**src/rtl/lsu_simple.sv**
```systemverilog
// Single-op-in-flight load/store unit: address generation, alignment check,
// block-read loads with byte extraction, one-cycle store writes, and flush/drain handling.
module lsu_simple #(
  parameter int ADDR_WIDTH   = 32,
  parameter int WORD_WIDTH   = 32,
  parameter int BLOCK_WIDTH  = 64,
  parameter int ROB_ID_WIDTH = 4
) (
  input  logic                    clk,
  input  logic                    rst_aH,
  input  logic                    flush,
  input  logic                    issue_valid,
  output logic                    issue_ready,
  input  logic                    issue_is_store,
  input  logic [2:0]              issue_size,
  input  logic                    issue_sext,
  input  logic [ADDR_WIDTH-1:0]   issue_base,
  input  logic [ADDR_WIDTH-1:0]   issue_imm,
  input  logic [WORD_WIDTH-1:0]   issue_st_data,
  input  logic [ROB_ID_WIDTH-1:0] issue_rob_id,
  output logic                    req_main_mem_valid,
  input  logic                    req_main_mem_ready,
  output logic [ADDR_WIDTH-1:0]   req_main_mem_addr,
  output logic [2:0]              req_main_mem_size,
  input  logic                    recv_main_mem_valid,
  input  logic                    recv_main_mem_lsu_aL_ifu_aH,
  input  logic [ADDR_WIDTH-1:0]   recv_main_mem_addr,
  input  logic [BLOCK_WIDTH-1:0]  recv_main_mem_data,
  output logic                    send_en_main_mem,
  output logic [ADDR_WIDTH-1:0]   send_main_mem_addr,
  output logic [2:0]              send_size_main_mem,
  output logic [WORD_WIDTH-1:0]   send_main_mem_data,
  output logic                    ld_broadcast_valid,
  output logic [ROB_ID_WIDTH-1:0] ld_broadcast_rob_id,
  output logic [WORD_WIDTH-1:0]   ld_broadcast_reg_data,
  output logic                    misalign_valid,
  output logic [ROB_ID_WIDTH-1:0] misalign_rob_id
);
  localparam int OFF_W = $clog2(BLOCK_WIDTH / 8);

  localparam logic [2:0] IDLE    = 3'd0;
  localparam logic [2:0] ST      = 3'd1;
  localparam logic [2:0] LD_REQ  = 3'd2;
  localparam logic [2:0] LD_WAIT = 3'd3;
  localparam logic [2:0] BCAST   = 3'd4;
  localparam logic [2:0] MIS     = 3'd5;
  localparam logic [2:0] DRAIN   = 3'd6;

  localparam logic [2:0] SIZE_W = 3'b100;
  localparam logic [2:0] SIZE_H = 3'b010;

  function automatic logic is_misaligned(input logic [2:0] size, input logic [1:0] lo);
    logic bad;
    case (size)
      SIZE_W:  bad = (lo != 2'b00);
      SIZE_H:  bad = lo[0];
      default: bad = 1'b0;
    endcase
    return bad;
  endfunction

  // Shift the addressed byte down to bit 0, then keep and extend the access width.
  function automatic logic [WORD_WIDTH-1:0] extract(input logic [BLOCK_WIDTH-1:0] blk,
                                                    input logic [OFF_W-1:0] off,
                                                    input logic [2:0] size,
                                                    input logic sext);
    logic [WORD_WIDTH-1:0] low;
    logic [WORD_WIDTH-1:0] res;
    low = WORD_WIDTH'(blk >> {off, 3'b000});
    case (size)
      SIZE_W:  res = low;
      SIZE_H:  res = {{(WORD_WIDTH-16){sext & low[15]}}, low[15:0]};
      default: res = {{(WORD_WIDTH-8){sext & low[7]}}, low[7:0]};
    endcase
    return res;
  endfunction

  logic [2:0]              state_r;
  logic [2:0]              state_s;
  logic [ADDR_WIDTH-1:0]   addr_r;
  logic [2:0]              size_r;
  logic                    sext_r;
  logic [WORD_WIDTH-1:0]   st_data_r;
  logic [ROB_ID_WIDTH-1:0] rob_r;
  logic [WORD_WIDTH-1:0]   ld_data_r;
  logic [ADDR_WIDTH-1:0]   ea_s;
  logic [ADDR_WIDTH-1:0]   blk_addr_s;
  logic                    accept_s;
  logic                    resp_hit_s;

  assign ea_s       = issue_base + issue_imm;
  assign blk_addr_s = {addr_r[ADDR_WIDTH-1:OFF_W], {OFF_W{1'b0}}};
  assign accept_s   = issue_valid & issue_ready & ~flush;
  assign resp_hit_s = recv_main_mem_valid & ~recv_main_mem_lsu_aL_ifu_aH &
                      (recv_main_mem_addr == blk_addr_s);

  // Next-state logic; a handshake that coincides with flush leaves a response to drain.
  always_comb begin
    state_s = state_r;
    case (state_r)
      IDLE: begin
        if (!accept_s)                                state_s = IDLE;
        else if (is_misaligned(issue_size, ea_s[1:0])) state_s = MIS;
        else if (issue_is_store)                      state_s = ST;
        else                                          state_s = LD_REQ;
      end
      ST:     state_s = IDLE;
      LD_REQ: begin
        if (req_main_mem_ready) state_s = flush ? DRAIN : LD_WAIT;
        else if (flush)         state_s = IDLE;
        else                    state_s = LD_REQ;
      end
      LD_WAIT: begin
        if (resp_hit_s) state_s = flush ? IDLE : BCAST;
        else if (flush) state_s = DRAIN;
        else            state_s = LD_WAIT;
      end
      BCAST:   state_s = IDLE;
      MIS:     state_s = IDLE;
      DRAIN: begin
        if (resp_hit_s) state_s = IDLE;
        else            state_s = DRAIN;
      end
      default: state_s = IDLE;
    endcase
  end

  // State, captured issue fields and load result.
  always_ff @(posedge clk) begin
    if (rst_aH) begin
      state_r   <= IDLE;
      addr_r    <= {ADDR_WIDTH{1'b0}};
      size_r    <= 3'b000;
      sext_r    <= 1'b0;
      st_data_r <= {WORD_WIDTH{1'b0}};
      rob_r     <= {ROB_ID_WIDTH{1'b0}};
      ld_data_r <= {WORD_WIDTH{1'b0}};
    end else begin
      state_r <= state_s;
      if (accept_s) begin
        addr_r    <= ea_s;
        size_r    <= issue_size;
        sext_r    <= issue_sext;
        st_data_r <= issue_st_data;
        rob_r     <= issue_rob_id;
      end
      if ((state_r == LD_WAIT) && resp_hit_s && !flush) begin
        ld_data_r <= extract(recv_main_mem_data, addr_r[OFF_W-1:0], size_r, sext_r);
      end
    end
  end

  assign issue_ready           = (state_r == IDLE);
  assign req_main_mem_valid    = (state_r == LD_REQ);
  assign req_main_mem_addr     = blk_addr_s;
  assign req_main_mem_size     = size_r;
  assign send_en_main_mem      = (state_r == ST);
  assign send_main_mem_addr    = addr_r;
  assign send_size_main_mem    = size_r;
  assign send_main_mem_data    = st_data_r;
  // Flush suppresses a pending broadcast or report in the same cycle.
  assign ld_broadcast_valid    = (state_r == BCAST) & ~flush;
  assign ld_broadcast_rob_id   = rob_r;
  assign ld_broadcast_reg_data = ld_data_r;
  assign misalign_valid        = (state_r == MIS) & ~flush;
  assign misalign_rob_id       = rob_r;
endmodule
```
**config.mk**
```make
export PLATFORM = sky130hd
export DESIGN_NAME = lsu_simple
export DESIGN_NICKNAME = d
export VERILOG_FILES = /design/src/rtl/lsu_simple.sv
export SDC_FILE = /design/constraint.sdc
export NUM_CORES = 1
export LEC_CHECK = 0
export ABC_CLOCK_PERIOD_IN_PS = 5100
export CORE_AREA = 2 2 139 141
export DETAILED_ROUTE_END_ITERATION = 6
export DIE_AREA = 0 0 141 143
export PLACE_DENSITY_LB_ADDON = 0.08
export REMOVE_ABC_BUFFERS = 1
export SYNTH_ARGS = -nofsm -noshare
export SYNTH_HDL_FRONTEND = slang
export SYNTH_SLANG_ARGS = --single-unit
```
**constraint.sdc**
```tcl
create_clock -name clk -period 5.1 [get_ports clk]
set_input_delay 0.51 -clock clk [delete_from_list [all_inputs] [get_ports clk]]
set_output_delay 0.51 -clock clk [all_outputs]
set_load 0.02 [all_outputs]
```
==> results of run 1 <==
==> flip-flops by register name, indices dropped and copies added, names as in the netlist <==
register	cells
ld_broadcast_reg_data	32
send_main_mem_addr	32
send_main_mem_data	32
ld_broadcast_rob_id	4
req_main_mem_size	3
state_r	3
sext_r	1
==> final cells by class <==
type | instances | area, µm²
sequential | 107 | 2140
fill | 1741 | 7020
clock inverter | 7 | 77.6
clock buffer | 9 | 225
multi-input combinational | 782 | 5210
inverter | 10 | 37.5
timing repair buffer | 359 | 3570
tap | 234 | 293
==> routing by layer <==
layer | routed length [µm] | share of wire | GRT usage
met1 | 12000 | 0.42 | 0.353
met2 | 14100 | 0.49 | 0.476
met3 | 1740 | 0.061 | 0.0339
met4 | 831 | 0.029 | 0.101
met5 | 0 | 0 | 0
==> cells in the mapped netlist (all sizes together), types with 9 or more instances <==
cell | n | share of area
dfxtp | 107 | 0.27
xnor2 | 32 | 0.035
buf | 65 | 0.056
mux2i | 27 | 0.034
nand3 | 19 | 0.012
xor2 | 13 | 0.014
a21o | 24 | 0.023
o21ai | 48 | 0.031
clkbuf | 40 | 0.019
nor2 | 81 | 0.038
mux4 | 32 | 0.090
a22oi | 10 | 0.0094
inv | 9 | 0.0042
ha | 32 | 0.050
nand2 | 172 | 0.081
nand4 | 15 | 0.012
and3 | 9 | 0.0071
nor3 | 21 | 0.013
a21oi | 133 | 0.085
==> worst min-delay path, cell delays in order (launching register included) <==
cell,delay (ns)
dfxtp_1,0.31
nand2_1,0.05
a21oi_1,0.05
==> power by group <==
group	switching (mW)	internal, mW
Combinational	0.482	0.480
Clock	0.370	0.350
Sequential	0.0571	0.876
==> placed cells by master (no fill, tap or decap), types with 4 or more instances in the layout <==
master           instances
buf_4                    9
xnor2_1                 32
a22oi_1                 10
ha_1                    32
a211oi_1                 7
o211ai_1                 6
a22o_1                   5
nand2_1                172
and3_1                   8
o21ai_1                 13
nor2_1                  80
clkbuf_16                9
a21oi_1                132
clkdlybuf4s50_1        350
a21o_1                  24
nand3_1                 18
nand2b_1                 5
nor4_1                   7
nor3_1                  21
a31oi_1                  6
inv_1                    8
xor2_1                  13
nor2b_1                  4
or3_1                    6
o21ai_0                 34
o21bai_1                 4
and2_1                   4
o21a_1                   4
nand4_1                 15
dfxtp_1                106
mux2i_1                 27
mux4_2                  32
==> worst max path at each step <==
stage                            from                                endpoint  slack [ns]  depth (start not counted)
2_1_floorplan   state_r[0]$_SDFF_PP0_     send_main_mem_addr[26]$_SDFFE_PP0N_        1.04                          7
3_3_place_gp   recv_main_mem_addr[30]  ld_broadcast_reg_data[15]$_SDFFE_PP0P_        1.33                          8
3_5_place_dp   recv_main_mem_addr[30]  ld_broadcast_reg_data[16]$_SDFFE_PP0P_        1.35                          8
4_1_cts        recv_main_mem_addr[30]  ld_broadcast_reg_data[16]$_SDFFE_PP0P_        1.72                          8
5_1_grt        recv_main_mem_addr[30]  ld_broadcast_reg_data[19]$_SDFFE_PP0P_        1.55                          8
6_report       recv_main_mem_addr[30]  ld_broadcast_reg_data[19]$_SDFFE_PP0P_        1.75                          8
==> cells by family after synthesis <==
logic type	count (synthesis)	synth area share
multiplexers	61	0.128
buffers and inverters	115	0.0796
adder cells (fa/ha/maj)	33	0.0528
XOR/XNOR	45	0.0495
AND/OR/NAND/NOR	359	0.200
AO/OA/AOI/OAI	281	0.221
flip-flops	107	0.269
other	1	0.000471
==> stage by stage <==
step	util	setup WS [ns]
global placement	0.606	1.33
finish	0.622	1.75
CTS	0.622	1.72
global route	0.622	1.55
floorplan	-	1.04
detailed placement	0.606	1.35
==> impl_metrics.py, run 1 <==
metrics = {
    "outcome": {
        "run_status": "complete, no violations",
    },
    "cts": {
        "post_cts_buffers": 0,
        "cts_buffers": 9,
        "worstSkewPairLatency_ns": 0.36,
        "clockBufferDepth": 2,
        "cts.repair.resized": 0,
        "h-tree-depth": 3,
        "clock-root-buffer": "clkbuf_16",
        "cts_hold_buf": 0,
        "cts.sinks": 107,
        "clkTransAtPathRegs_ns": 0.08,
        "cts_tree": "yes",
    },
    "floorplanning": {
        "die_x_um": 141,
        "die_area_um2": 20200,
        "core_um2": 18600,
        "start_util": 0.429,
        "placementRows": 50,
        "fp.dieH_um": 143,
        "ios": 355,
    },
    "critical_path": {
        "crit_path_max_fanout": 25,
        "crit_chain": "clkdlybuf4s50_1 -> xor2_1 -> nor4_1 -> nand4_1 -> buf_4 -> nor2_2 -> o21ai_0 -> a21oi_1",
        "reg2reg_depth": 7,
        "start_kind": "input port",
        "path_delay_family": "simple AND/OR/NAND/NOR gates",
        "reg2reg_to": "ld_broadcast_reg_data[19]$_SDFFE_PP0P_",
        "max_stage_delay_ns": 0.82,
        "worst_path_max_delay_cell": "nor2_2",
        "endpoint_kind": "flop",
        "required_ns": 5.38,
        "crit_buf_inv": 2,
        "timing.rr.start": "send_main_mem_addr[30]$_SDFFE_PP0N_",
        "path_class": "in -> reg",
        "worstPathArrival_ns": 3.63,
        "reg2reg_setup_slack_ns": 1.93,
    },
    "synthesis": {
        "syn_area_per_cell_um2": 7.95,
        "yosysSeqAreaShare": 0.269,
        "synth_edf_count": 0,
        "synthDistinctLibCells": 78,
        "ys.flop_type": "dfxtp_1",
        "async_reset_ff_frac": 0,
        "synth-seq-cells": 107,
        "ys_warn_count": 0,
        "synth_area_um2": 7970,
        "netlist_instances": 1002,
    },
    "placed_design": {
        "place_congestion": 0.940,
        "dpl_cell_area_um2": 11300,
        "numPortBuffers": 351,
        "dp.final_hpwl_um": 21900,
        "dpl.cell_count": 1492,
    },
    "global_route": {
        "grt_pass1_vias": 7980,
        "grtUsageTotal": 0.275,
        "grt_antenna_before_repair": 0,
        "gr-total-overflow": 0,
        "grt_max_degree": 81,
        "grt_pass1_wl_um": 43800,
    },
    "timing": {
        "slew_viol_final": 0,
        "worst_pin_slew_ns": 1.11,
        "fin_worst_skew_ns": 0.0102,
        "finalCritPeriodShare": 0.656,
        "slew_headroom": 0.260,
        "finalSetupViolations": 0,
        "finalSetupTns_ns": 0,
        "hold-worst-slack_ns": 0.452,
        "rsz0062_at_grt": "no",
        "fmax_ghz": 0.299,
        "hold_viol": 0,
        "post-route-min-period_ns": 3.35,
    },
    "min_path": {
        "holdPathEnd": "ld_broadcast_reg_data[22]$_SDFFE_PP0P_",
        "hold_start": "ld_broadcast_reg_data[22]$_SDFFE_PP0P_",
        "hp-class": "reg -> reg",
        "min_path_cells": 2,
    },
    "detailed_routing": {
        "drc": 0,
        "drt_iter0_drc": 572,
        "vias": 8585,
        "wire_per_inst_um": 19.0,
        "first_pass_iters": 5,
        "drt_wl_total_um": 28700,
        "post_drt_via_cell_ratio": 5.69,
        "drt.antenna.violating_nets": 0,
    },
    "finish": {
        "final_nets": 1510,
        "stdcell_area_um2": 11600,
        "fin_cells": 1508,
        "diodes": 0,
        "syn2layout_area_growth_pct": 45.1,
        "layout-drive-gt1-share": 0.0612,
    },
    "power": {
        "peakVddDrop_mv": 0.150,
        "totalPowerFinal_mw": 2.61,
        "p_leak_nw": 4.20,
        "p_per_area_nw_per_um2": 226,
    },
    "flow_run": {
        "maxCapViolations": 0,
    },
}
(Power assumes the default switching activity.)
==> run 2: changes to the inputs <==
--- a/config.mk
+++ b/config.mk
@@ -5,10 +5,11 @@
 export SDC_FILE = /design/constraint.sdc
 export NUM_CORES = 1
 export LEC_CHECK = 0
-export ABC_CLOCK_PERIOD_IN_PS = 5100
-export CORE_AREA = 2 2 139 141
+export ABC_CLOCK_PERIOD_IN_PS = 3500
+export CORE_ASPECT_RATIO = 1.75
+export CORE_MARGIN = 2
+export CORE_UTILIZATION = 43
 export DETAILED_ROUTE_END_ITERATION = 6
-export DIE_AREA = 0 0 141 143
 export PLACE_DENSITY_LB_ADDON = 0.08
 export REMOVE_ABC_BUFFERS = 1
 export SYNTH_ARGS = -nofsm -noshare
==> constraint.sdc (replaced) <==
create_clock -name clk -period 3.5 [get_ports clk]
set_input_delay 0.35 -clock clk [delete_from_list [all_inputs] [get_ports clk]]
set_output_delay 0.35 -clock clk [all_outputs]
set_load 0.02 [all_outputs]
==> run 2 against run 1 <==
Hold slack gained 0.0013 ns. Sequential share of layout area shrank 0.17 points. Clock power grew 57%. Cell count grew 0.66%. Non-clock buffer count grew 11. Register-to-register slack lost 1.1 ns. Clock skew shrank 0.0033 ns. Setup slack lost 1.2 ns. Largest power group unchanged.
==> impl_metrics.py, run 2 (synthesis results as in run 1) <==
metrics = {
    "outcome": {
        "run_status": "complete, no violations",
    },
    "detailed_routing": {
        "topRoutingLayerUsed": "met4",
        "drt_wl_total_um": 30600,
        "wire_per_inst_um": 20.2,
        "drt_iter0_drc": 420,
        "dr_wl_met2_um": 16600,
        "first_pass_iters": 6,
        "met3_length_um": 2200,
        "drt-met1-wl_um": 10300,
        "vias": 8694,
        "drc": 0,
        "drt.antenna.violating_nets": 0,
        "post_drt_via_cell_ratio": 5.73,
    },
    "global_route": {
        "grtUsageTotal": 0.307,
        "gr-total-overflow": 0,
        "grt_antenna_before_repair": 0,
        "grt_pass1_wl_um": 46600,
        "grt_pass1_vias": 8475,
        "grt_max_degree": 56,
    },
    "finish": {
        "fin_cells": 1518,
        "diodes": 0,
        "utilization": 0.643,
        "syn2layout_area_growth_pct": 46.5,
        "final_common_cell": "clkdlybuf4s50_1",
        "fill_cells": 1618,
        "layout_common_cells": "350 x clkdlybuf4s50_1, 172 x nand2_1, 132 x a21oi_1",
        "layout-drive-gt1-share": 0.0678,
        "final_nets": 1521,
    },
    "placed_design": {
        "pre_cts_ws_ns": 0.266,
        "numPortBuffers": 351,
        "dp.final_hpwl_um": 24000,
        "dpl.cell_count": 1503,
        "place_congestion": 1.01,
    },
    "critical_path": {
        "crit_top_cell": "o21ai_1",
        "path_class": "in -> reg",
        "endpoint_kind": "flop",
        "required_ns": 3.76,
        "worst_path_max_delay_cell": "a211oi_1",
        "timing.rr.start": "send_main_mem_addr[1]$_SDFFE_PP0N_",
        "max_stage_delay_ns": 0.45,
        "crit_path_max_fanout": 4,
        "startpoint": "issue_base[0]",
        "crit_chain": "clkdlybuf4s50_1 -> ha_1 -> fa_1 -> a211oi_1 -> o21ai_1 -> a31oi_2 -> o21ai_1 -> a21boi_1 -> xnor2_1 -> a22o_1",
        "start_kind": "input port",
        "worstPathArrival_ns": 3.20,
    },
    "cts": {
        "h-tree-depth": 3,
        "clock-root-buffer": "clkbuf_16",
        "cts_hold_buf": 0,
        "cts_tree": "yes",
        "cts.repair.resized": 0,
        "cts_buffers": 9,
        "worstSkewPairLatency_ns": 0.36,
        "clkTransAtPathRegs_ns": 0.07,
        "clockBufferDepth": 2,
        "cts.sinks": 107,
        "post_cts_buffers": 0,
    },
    "power": {
        "switchingPower_mw": 1.29,
        "peakVddDrop_mv": 0.194,
        "totalPowerFinal_mw": 3.93,
        "seqPwrFrac": 0.346,
        "comb_power_share": 0.365,
        "swShare": 0.329,
        "p_int_mw": 2.63,
        "p_leak_nw": 4.27,
        "clkPwrFrac": 0.289,
        "p_per_area_nw_per_um2": 336,
    },
    "floorplanning": {
        "die_area_um2": 19700,
        "core_um2": 18100,
        "start_util": 0.439,
        "fp.dieH_um": 184,
        "placementRows": 65,
        "die_x_um": 107,
        "ios": 355,
    },
    "flow_run": {
        "maxCapViolations": 0,
    },
    "timing": {
        "rsz0062_at_grt": "no",
        "finalCritPeriodShare": 0.840,
        "hold_viol": 0,
        "fmax_ghz": 0.340,
        "fin_worst_skew_ns": 0.00683,
        "finalSetupViolations": 0,
        "worst_pin_slew_ns": 0.924,
        "slew_headroom": 0.380,
        "finalWorstSetupSlack_ns": 0.560,
        "post-route-min-period_ns": 2.94,
        "slew_viol_final": 0,
    },
    "min_path": {
        "hp-class": "reg -> reg",
        "hold_start": "ld_broadcast_reg_data[17]$_SDFFE_PP0P_",
    },
}
run 2: power by group through the flow:
| stage | registers (mW) | logic (mW) | clock network, mW |
|---|---|---|---|
| 2_1_floorplan | 1.49 | 0.620 | 0 |
| 3_3_place_gp | 1.38 | 1.41 | 0 |
| 3_5_place_dp | 1.38 | 1.42 | 0 |
| 4_1_cts | 1.36 | 1.43 | 1.15 |
| 5_1_grt | 1.37 | 1.53 | 1.20 |
| 6_report | 1.36 | 1.43 | 1.13 |
run 2: worst max-delay path: cells and delay by family:
family          cells  cell delay [ns]
fa+ha+maj           2             0.66
buf+inv             1             0.40
compound gates      6             1.69
xor+xnor            1             0.09
run 2: final timing paths:
kind                                                               end  slack (ns)  cells after the start
worst max register to register  ld_broadcast_reg_data[18]$_SDFFE_PP0P_        0.85                      7
worst min register to register  ld_broadcast_reg_data[17]$_SDFFE_PP0P_        0.45                      2
worst max-delay path               send_main_mem_addr[24]$_SDFFE_PP0N_        0.56                     10
worst min-delay path            ld_broadcast_reg_data[17]$_SDFFE_PP0P_        0.45                      2
run 2: cell type report:
cell class	instances	area, µm²	share of cell area
clock buffer	11	243	0.0208
clock inverter	4	73.8	0.00633
inverter	10	37.5	0.00322
multi-input combinational	782	5210	0.447
sequential	107	2140	0.184
tap	234	293	0.0251
timing repair buffer	370	3670	0.314
run 2: per-layer routing:
metal / track usage / vias up
met3: 0.0514 / 93
met1: 0.316 / 4036
li1: - / 4126
met2: 0.585 / 439
met4: 0.151 / 0
met5: 0 / -
run 2: through the flow:
step / hold slack (ns) / TNS [ns] / instance area (µm²)
2_1_floorplan: 0.419 / -6.03 / 7380
3_3_place_gp: 0.437 / 0 / 11300
3_5_place_dp: 0.443 / 0 / 11300
4_1_cts: 0.453 / 0 / 11700
5_1_grt: 0.472 / 0 / 11700
6_report: 0.453 / 0 / 11700
==> run 3: changes to the inputs <==
--- a/config.mk
+++ b/config.mk
@@ -5,10 +5,10 @@
 export SDC_FILE = /design/constraint.sdc
 export NUM_CORES = 1
 export LEC_CHECK = 0
-export ABC_CLOCK_PERIOD_IN_PS = 3500
+export ABC_CLOCK_PERIOD_IN_PS = 2650
 export CORE_ASPECT_RATIO = 1.75
 export CORE_MARGIN = 2
-export CORE_UTILIZATION = 43
+export CORE_UTILIZATION = 39
 export DETAILED_ROUTE_END_ITERATION = 6
 export PLACE_DENSITY_LB_ADDON = 0.08
 export REMOVE_ABC_BUFFERS = 1
==> constraint.sdc (replaced) <==
create_clock -name clk -period 2.65 [get_ports clk]
set_input_delay 0.265 -clock clk [delete_from_list [all_inputs] [get_ports clk]]
set_output_delay 0.265 -clock clk [all_outputs]
set_load 0.02 [all_outputs]
==> run 3 against run 2 <==
First-iteration DRC count up 15%. Hold slack got worse by 0.28 ns. Critical path type unchanged. Global-route usage fell by 2.5 points. Clock power grew 18%. Combinational power is 48% higher. Wire length is 3.5% higher. Largest cell class unchanged. Critical endpoint is now send_main_mem_addr[27]$_SDFFE_PP0N_. Count of clock-buffer cells in the layout up 1.
==> impl_metrics.py, run 3 (synthesis results as in run 1) <==
metrics = {
    "global_route": {
        "gr-total-overflow": 0,
        "grtUsageTotal": 0.282,
        "grt_antenna_before_repair": 0,
        "grt_max_degree": 67,
        "grt_pass1_vias": 9051,
        "grt_pass1_wl_um": 47800,
    },
    "floorplanning": {
        "die_area_um2": 21600,
        "fp.dieH_um": 193,
        "core_um2": 20200,
        "start_util": 0.394,
        "placementRows": 69,
        "ios": 355,
        "die_x_um": 112,
    },
    "detailed_routing": {
        "drc": 0,
        "post_drt_via_cell_ratio": 5.56,
        "first_pass_iters": 6,
        "drt_iter0_drc": 485,
        "vias": 9023,
        "wire_per_inst_um": 19.5,
        "drt_wl_total_um": 31700,
        "drt.antenna.violating_nets": 0,
    },
    "timing": {
        "fin_worst_skew_ns": 0.0115,
        "finalSetupTns_ns": 0,
        "fmax_ghz": 0.404,
        "worst_pin_slew_ns": 0.750,
        "finalSetupViolations": 0,
        "post-route-min-period_ns": 2.47,
        "hold_viol": 0,
        "hold-worst-slack_ns": 0.177,
        "finalWorstSetupSlack_ns": 0.175,
        "rsz0062_at_grt": "no",
        "slew_headroom": 0.500,
        "slew_viol_final": 0,
        "finalCritPeriodShare": 0.934,
    },
    "critical_path": {
        "endpoint_kind": "flop",
        "worstPathArrival_ns": 2.76,
        "required_ns": 2.94,
        "path_class": "in -> reg",
        "start_kind": "input port",
        "crit_path_max_fanout": 3,
    },
    "finish": {
        "final_common_cell": "clkdlybuf4s50_1",
        "layout_common_cells": "350 x clkdlybuf4s50_1, 172 x nand2_1, 132 x a21oi_1",
        "layout-drive-gt1-share": 0.132,
        "seq_area_um2": 2140,
        "diodes": 0,
        "fill_cells": 1896,
        "final_nets": 1612,
        "multi_input_area_um2": 5230,
        "utilization": 0.613,
        "syn2layout_area_growth_pct": 55.5,
    },
    "cts": {
        "clkTransAtPathRegs_ns": 0.08,
        "clock-root-buffer": "clkbuf_16",
        "worstSkewPairLatency_ns": 0.36,
        "h-tree-depth": 3,
        "cts_tree": "yes",
        "cts.sinks": 107,
        "cts_buffers": 9,
        "clockBufferDepth": 2,
    },
    "placed_design": {
        "place_congestion": 0.922,
        "numPortBuffers": 351,
        "pre_cts_ws_ns": -0.339,
        "dp.final_hpwl_um": 25300,
    },
    "min_path": {
        "hp-class": "in -> reg",
    },
    "power": {
        "p_per_area_nw_per_um2": 421,
        "totalPowerFinal_mw": 5.22,
        "peakVddDrop_mv": 0.299,
        "p_leak_nw": 4.71,
    },
    "outcome": {
        "run_status": "complete, no violations",
    },
    "flow_run": {
        "maxCapViolations": 0,
    },
}
run 3: cell count changes in the layout (fill, tap and decap cells not counted), sizes merged:
| cell | change |
|---|---|
| buf | +91 |
| bufinv | -2 |
| clkbuf | +1 |
| inv | +2 |
run 3: worst paths after layout:
path | endpoint | slack (ns) | startpoint | cells after the start
setup / recovery | send_main_mem_addr[27]$_SDFFE_PP0N_ | 0.18 | issue_base[1] | 10
hold / removal | send_main_mem_addr[8]$_SDFFE_PP0N_ | 0.18 | rst_aH | 2
setup reg to reg | ld_broadcast_reg_data[0]$_SDFFE_PP0P_ | 0.32 | send_main_mem_addr[11]$_SDFFE_PP0N_ | 10
hold reg to reg | ld_broadcast_reg_data[14]$_SDFFE_PP0P_ | 0.45 | ld_broadcast_reg_data[14]$_SDFFE_PP0P_ | 2
run 3: critical path: stages:
cell	delay (ns)
clkdlybuf4s50_1	0.47
ha_1	0.32
a21o_1	0.18
nand4_1	0.18
buf_4	0.15
nand4_1	0.10
and3_1	0.23
or3_4	0.35
a2111o_1	0.42
o211ai_1	0.09
run 3: stage by stage:
step           instance area (µm²)  std cells
2_1_floorplan                 7380        899
3_3_place_gp                 12100       1606
3_5_place_dp                 12100       1606
4_1_cts                      12400       1622
5_1_grt                      12400       1624
6_report                     12400       1624
run 3: report_power, final:
part,internal [mW],switching (mW),total (mW)
clock,0.676,0.657,1.33
sequential,1.69,0.0912,1.78
combinational,1.09,1.02,2.11
run 3: per-layer routing:
metal | global-route usage | vias up | share of wire
met5 | 0 | - | 0
li1 | - | 4302 | -
met4 | 0.145 | 0 | 0.046
met1 | 0.297 | 4250 | 0.36
met2 | 0.546 | 393 | 0.54
met3 | 0.0313 | 78 | 0.051
run 3: area by class of cell:
cell class / count / share of cell area
Clock inverter: 4 / 0.00253
Multi-Input combinational cell: 782 / 0.422
Sequential cell: 107 / 0.173
Inverter: 10 / 0.00303
Timing Repair Buffer: 461 / 0.354
Clock buffer: 12 / 0.0199
Tap cell: 248 / 0.0251
run 3: repair_timing:
action / in CTS / in global routing
setup endpoints to repair: 0 / 11
hold buffers: 0 / 0
buffers inserted: 0 / 2
gates resized for setup: 0 / 4
